## config.mk

```make
export PLATFORM = sky130hd
export DESIGN_NAME = teclado_matricial
export DESIGN_NICKNAME = d
export VERILOG_FILES = /design/src/rtl/teclado_pkg.sv /design/src/rtl/sincronizador_2ff.sv /design/src/rtl/teclado_matricial.sv
export SDC_FILE = /design/constraint.sdc
export NUM_CORES = 1
export LEC_CHECK = 0
export CAP_MARGIN = 5
export CORE_UTILIZATION = 35
export DETAILED_ROUTE_END_ITERATION = 8
export PLACE_DENSITY_LB_ADDON = 0.08
export SYNTH_ARGS = -nofsm -noshare
export SYNTH_HDL_FRONTEND = slang
export SYNTH_SLANG_ARGS = --single-unit
```

## constraint.sdc

```tcl
create_clock -name clock -period 15.7 [get_ports clock]
set_input_delay 1.57 -clock clock [delete_from_list [all_inputs] [get_ports clock]]
set_output_delay 1.57 -clock clock [all_outputs]
set_load 0.02 [all_outputs]
```

## src/rtl/teclado_pkg.sv

```systemverilog
// Shared types, constants and helpers for the 4x4 keypad scanner.
package teclado_pkg;

  // Debounce/hold state machine states
  typedef enum logic [1:0] {
    IDLE,
    DEBOUNCE,
    HELD
  } estado_t;

  // Result of classifying one complete 16-bit scan snapshot
  typedef enum logic [1:0] {
    NONE,
    ONE,
    MULTI
  } classe_t;

  // Key codes: code = row*4 + column, standard phone-style membrane layout
  localparam logic [3:0] TECLA_1    = 4'd0;
  localparam logic [3:0] TECLA_2    = 4'd1;
  localparam logic [3:0] TECLA_3    = 4'd2;
  localparam logic [3:0] TECLA_A    = 4'd3;
  localparam logic [3:0] TECLA_4    = 4'd4;
  localparam logic [3:0] TECLA_5    = 4'd5;
  localparam logic [3:0] TECLA_6    = 4'd6;
  localparam logic [3:0] TECLA_B    = 4'd7;
  localparam logic [3:0] TECLA_7    = 4'd8;
  localparam logic [3:0] TECLA_8    = 4'd9;
  localparam logic [3:0] TECLA_9    = 4'd10;
  localparam logic [3:0] TECLA_C    = 4'd11;
  localparam logic [3:0] TECLA_AST  = 4'd12;
  localparam logic [3:0] TECLA_0    = 4'd13;
  localparam logic [3:0] TECLA_HASH = 4'd14;
  localparam logic [3:0] TECLA_D    = 4'd15;

  // Number of keys seen in a snapshot, folded into NONE / ONE / MULTI
  function automatic classe_t classificar(input logic [15:0] s);
    logic [4:0] n;
    n = '0;
    for (int unsigned i = 0; i < 16; i++) begin
      n = n + {4'd0, s[i]};
    end
    if (n == 5'd0) begin
      return NONE;
    end else if (n == 5'd1) begin
      return ONE;
    end else begin
      return MULTI;
    end
  endfunction

  // Index of the lowest set bit; only meaningful when exactly one bit is set
  function automatic logic [3:0] codificar(input logic [15:0] s);
    logic [3:0] code;
    logic       found;
    code  = '0;
    found = 1'b0;
    for (int unsigned i = 0; i < 16; i++) begin
      if (s[i] && !found) begin
        code  = 4'(i);
        found = 1'b1;
      end
    end
    return code;
  endfunction

endpackage

```

## src/rtl/sincronizador_2ff.sv

```systemverilog
// Two-flop synchronizer for asynchronous level inputs (idle-high lines).
module sincronizador_2ff #(
  parameter int unsigned WIDTH = 1
) (
  input  logic             clock,
  input  logic             reset,
  input  logic [WIDTH-1:0] d,
  output logic [WIDTH-1:0] q
);

  logic [WIDTH-1:0] meta;

  // Resets to all ones so pulled-up inputs read as inactive
  always_ff @(posedge clock) begin
    if (reset) begin
      meta <= '1;
      q    <= '1;
    end else begin
      meta <= d;
      q    <= meta;
    end
  end

endmodule

```

## src/rtl/teclado_matricial.sv

```systemverilog
// 4x4 membrane keypad scanner: column drive, row readback, debounce,
// one key code per accepted press.
module teclado_matricial
  import teclado_pkg::*;
#(
  parameter int unsigned SCAN_DIV       = 250,
  parameter int unsigned DEBOUNCE_SCANS = 4
) (
  input  logic       clock,
  input  logic       reset,
  input  logic [3:0] linhas_in,
  output logic [3:0] colunas_out,
  output logic [3:0] tecla,
  output logic       tecla_valida,
  output logic       tecla_pressionada,
  output logic       multipla
);

  localparam int unsigned SLOT_W = (SCAN_DIV > 1) ? $clog2(SCAN_DIV) : 1;
  localparam logic [SLOT_W-1:0] SLOT_LAST = SLOT_W'(SCAN_DIV - 1);
  localparam logic [3:0] DS = 4'(DEBOUNCE_SCANS);

  logic [3:0]        rows_sync;
  logic [3:0]        rows_n2p;
  logic [SLOT_W-1:0] slot;
  logic [1:0]        col;
  logic [15:0]       snapshot;
  logic [15:0]       snap_full;
  logic              slot_end;
  logic              scan_end;
  classe_t           classe;
  logic [3:0]        codigo;
  estado_t           estado;
  logic [3:0]        cand;
  logic [3:0]        cnt;
  logic [3:0]        rel;

  sincronizador_2ff #(
    .WIDTH(4)
  ) u_sync (
    .clock(clock),
    .reset(reset),
    .d    (linhas_in),
    .q    (rows_sync)
  );

  assign rows_n2p = ~rows_sync;
  assign slot_end = (slot == SLOT_LAST);
  assign scan_end = slot_end && (col == 2'd3);

  // Snapshot with the current column's rows merged in, so the scan-end
  // classification already sees the column being sampled this cycle
  always_comb begin
    snap_full = snapshot;
    for (int unsigned r = 0; r < 4; r++) begin
      snap_full[{r[1:0], col}] = rows_n2p[r];
    end
  end

  assign classe = classificar(snap_full);
  assign codigo = codificar(snap_full);

  // Slot/column counters, column drive and snapshot capture
  always_ff @(posedge clock) begin
    if (reset) begin
      slot        <= '0;
      col         <= '0;
      colunas_out <= 4'b1110;
      snapshot    <= '0;
    end else if (slot_end) begin
      slot        <= '0;
      col         <= col + 2'd1;
      colunas_out <= ~(4'b0001 << (col + 2'd1));
      snapshot    <= snap_full;
    end else begin
      slot <= slot + 1'b1;
    end
  end

  // Debounce/hold FSM and registered key outputs, advanced at scan end
  always_ff @(posedge clock) begin
    if (reset) begin
      estado            <= IDLE;
      cand              <= '0;
      cnt               <= '0;
      rel               <= '0;
      tecla             <= '0;
      tecla_valida      <= 1'b0;
      tecla_pressionada <= 1'b0;
      multipla          <= 1'b0;
    end else begin
      tecla_valida <= 1'b0;
      if (scan_end) begin
        multipla <= (classe == MULTI);
        case (estado)
          IDLE: begin
            if (classe == ONE) begin
              cand <= codigo;
              cnt  <= 4'd1;
              if (DS == 4'd1) begin
                tecla             <= codigo;
                tecla_valida      <= 1'b1;
                tecla_pressionada <= 1'b1;
                rel               <= '0;
                estado            <= HELD;
              end else begin
                estado <= DEBOUNCE;
              end
            end
          end
          DEBOUNCE: begin
            if ((classe == ONE) && (codigo == cand)) begin
              cnt <= cnt + 4'd1;
              if (cnt + 4'd1 == DS) begin
                tecla             <= cand;
                tecla_valida      <= 1'b1;
                tecla_pressionada <= 1'b1;
                rel               <= '0;
                estado            <= HELD;
              end
            end else begin
              cnt    <= '0;
              estado <= IDLE;
            end
          end
          HELD: begin
            if (classe == NONE) begin
              rel <= rel + 4'd1;
              if (rel + 4'd1 == DS) begin
                tecla_pressionada <= 1'b0;
                cnt               <= '0;
                estado            <= IDLE;
              end
            end else begin
              rel <= '0;
            end
          end
          default: begin
            cnt    <= '0;
            rel    <= '0;
            estado <= IDLE;
          end
        endcase
      end
    end
  end

endmodule
```

==> flow_summary.yaml <==
die:
  rows: 36
  fp.dieH_um: 103
  start_util_pct: 36.4
  core_area_um2: 9860
  io_pins: 17
  fp.dieW_um: 103
  dieArea_um2: 10700
sta:
  rsz0062_at_grt: "no"
  fin_tns_setup_ps: 0
  worstMarginPinSlew_ps: 868
  slew_viol_final: 0
  clock_skew_ps: 8.18
  finalCriticalPeriod_ps: 6400
  relSlewSlack_pct: 41.3
  fmax_ghz: 0.156
  hold_slack_ps: 412
  hold_violations: 0
  post-route-period-util_pct: 40.8
  finalSetupViolCount: 0
clocking:
  clkTransAtPathRegs_ps: 80
  cts_root_buf: "clkbuf_8"
  cts_tree: "built"
  cts_sinks: 59
  worst_skew_pair.late_latency_ps: 350
  cts_htree_levels: 3
  post_cts_buffers: 0
  cts_max_path_buffers: 2
  cts_buffers: 9
  cts_hold_buf: 0
  cts_resized: 0
yosys:
  async_flop_share_pct: 0
  syn_area_per_cell_um2: 8.50
  synth_seq_area_share_pct: 32.9
  synth_area_um2: 3590
  synth_area_leaders: "dfxtp_1, ha_1, fa_1, nor2_1, nand2_1"
  netlist.area_leader.share_pct: 32.9
  ys_ff_latch: 59
  ys_types: 69
  yosysTopAreaCell: "dfxtp_1"
  synthFlopType: "dfxtp_1"
  syn-num-nets: 455
  postSynthCellCount: 422
  synth_edf_count: 0
  ys_warn_count: 0
global_routing:
  grt_pass1_vias: 2863
  grt_max_degree: 55
  use_met1_pct: 23.0
  grt_pass1_wl_um: 14100
  grt_util_all_layers_pct: 17.9
  busiest_layer: "met2"
  gr-total-overflow: 0
  antenna_found_initial: 0
  gr-usage-met2_pct: 28.2
  grtUsageMet3_pct: 3.36
worst_setup_path:
  rr_worst_depth: 18
  path_max_fanout: 10
  crit_slowest_cell: "nor4b_1"
  cp.depth: 18
  max_stage_delay_ps: 720
  startpoint: "col[0]$_SDFFE_PP0N_"
  critPathKind: "reg2reg"
  crit_required_ps: 15920
  rr_startpoint: "col[0]$_SDFFE_PP0N_"
  crit_end: "tecla[3]$_SDFFE_PP0P_"
  reg2reg_setup_slack_ps: 9300
  crit_chain: "ha_1 -> inv_1 -> o21ai_0 -> fa_1 -> inv_1 -> fa_1 -> fa_1 -> fa_1 -> inv_1 -> ha_1 -> fa_1 -> o21ai_0 -> nor4b_1 -> and2_1 -> nand4_2 -> nor4_4 -> mux2i_1 -> nor2_1"
  cpLargestDelayFamily: "adder cells"
  crit_top_cell: "fa_1"
  reg2reg_to: "tecla[3]$_SDFFE_PP0P_"
  cp-start-kind: "flop"
  critPathArrivalTime_ps: 6620
  end_kind: "flop"
  path_buf_inv: 3
power:
  p_leak_nw: 1.49
  swShare_pct: 24.9
  p_int_w: 0.000250
  pwr-share-clk_pct: 48.0
  power.switching_w: 0.0000829
  p_comb_share_pct: 5.8
  powerDensity_nw_per_um2: 81.6
  seqPwrFrac_pct: 46.2
  ir_worst_vdd_v: 0.0000493
drt:
  avgViaCountPerCell: 5.19
  antenna_left: 0
  drcViolationCount: 0
  drt-total-wl_um: 8600
  post_drt_wl_per_cell_um: 15.0
  drtPass1Iterations: 4
  via_count: 2968
  drt_iter0_markers: 107
min_path:
  min-delay-path-class: "reg2reg"
placed_design:
  dp_hpwl_um: 6140
  gp_routability_congestion: 0.829
  io_buffers: 16
final_layout:
  synthToLayoutAreaGrowth_pct: 13.7
  num_antenna_cells: 0
  final_cell_mix: "dfxtp_1, nor2_1, nand2_1"
  fin_nets: 467
  layout_commonest_cell: "dfxtp_1"
  drive_gt1_share_pct: 12.3
  fillCellCount: 1007
status:
  status: "complete, no violations"
run:
  maxCapViolCount: 0
[logic make-up (layout without fill, tap and decap cells)]
group	after synthesis	count (layout)	share of synthesized area, %
compound gates	92	92	18.4
xor+xnor	9	9	2.20
fa+ha+maj	27	27	11.5
buf+inv	46	63	5.06
flops	59	59	32.9
mux	7	7	2.02
simple gates	182	182	27.9
[state kept, by name, summed over array words and instances (netlist names)]
signal / cells
col: 2
tecla: 4
colunas_out: 4
rel: 4
snapshot: 16
u_sync.meta: 4
slot: 8
cand: 4
u_sync.q: 4
tecla_pressionada: 1
multipla: 1
tecla_valida: 1
cnt: 4
estado: 2
[area by class of cell]
type | count | area, µm² | area share [%]
Inverter | 28 | 105 | 2.58
Timing Repair Buffer | 19 | 178 | 4.36
Clock inverter | 7 | 98.8 | 2.42
Tap cell | 133 | 166 | 4.08
Sequential cell | 59 | 1180 | 29.0
Clock buffer | 9 | 124 | 3.04
Multi-Input combinational cell | 317 | 2230 | 54.6
[metrics by stage]
step                instances  setup WS (ps)  total power [W]  util, %  instance area [µm²]
floorplan                 422           9920         0.000172        -                 3590
global placement          556           9390         0.000177     39.1                 3860
detailed placement        556           9350         0.000177     39.1                 3860
CTS                       572           9270         0.000339     41.3                 4080
global route              572           8650         0.000348     41.3                 4080
finish                    572           9300         0.000333     41.3                 4080
[worst reg2reg max path, stage by stage (launching register included)]
cell and delay, ps:
dfxtp_1 400, ha_1 440, inv_1 160, o21ai_0 410
fa_1 520, inv_1 110, fa_1 460, fa_1 510
fa_1 500, inv_1 50, ha_1 200, fa_1 380
o21ai_0 130, nor4b_1 720, and2_1 270, nand4_2 210
nor4_4 510, mux2i_1 240, nor2_1 50
[metal layers]
metal	routed length, µm	up-vias	share of wire [%]
met4	277	0	3.2
met2	3800	56	44
met3	310	20	3.6
met1	4210	1395	49
met5	0	-	0
li1	-	1497	-
[worst min path at each step]
| stage | from | to | slack, ps | depth (start not counted) |
|---|---|---|---|---|
| final | u_sync.meta[1]$_SDFF_PP1_ | u_sync.q[1]$_SDFF_PP1_ | 410 | 1 |
| after global routing | u_sync.meta[3]$_SDFF_PP1_ | u_sync.q[3]$_SDFF_PP1_ | 420 | 1 |
| after CTS | u_sync.meta[1]$_SDFF_PP1_ | u_sync.q[1]$_SDFF_PP1_ | 420 | 1 |
| after detailed placement | u_sync.meta[3]$_SDFF_PP1_ | u_sync.q[3]$_SDFF_PP1_ | 400 | 1 |
| after global placement | u_sync.meta[3]$_SDFF_PP1_ | u_sync.q[3]$_SDFF_PP1_ | 400 | 1 |
| after floorplan | u_sync.meta[0]$_SDFF_PP1_ | u_sync.q[0]$_SDFF_PP1_ | 390 | 1 |
[cells in the mapped netlist, types with 5 or more instances]
cell and n:
nand2b_1 17, o21ai_0 16, nor3b_1 5, inv_1 28, a21oi_1 29, or2_2 9
clkbuf_1 13, nor3_1 6, dfxtp_1 59, fa_1 10, nand2_1 45, nand3_1 15
xnor2_1 5, mux2i_1 5, nor2_1 46, a211o_1 5, ha_1 17, nor2b_1 5
[power groups by stage]
| stage | clock [W] | sequential, W | combinational, W |
|---|---|---|---|
| after floorplan | 0 | 0.000156 | 0.0000152 |
| after global placement | 0 | 0.000157 | 0.0000195 |
| after detailed placement | 0 | 0.000157 | 0.0000196 |
| after CTS | 0.000166 | 0.000154 | 0.0000197 |
| after global routing | 0.000172 | 0.000154 | 0.0000219 |
| final | 0.000160 | 0.000154 | 0.0000194 |
Power figures use the tool's default switching activity.
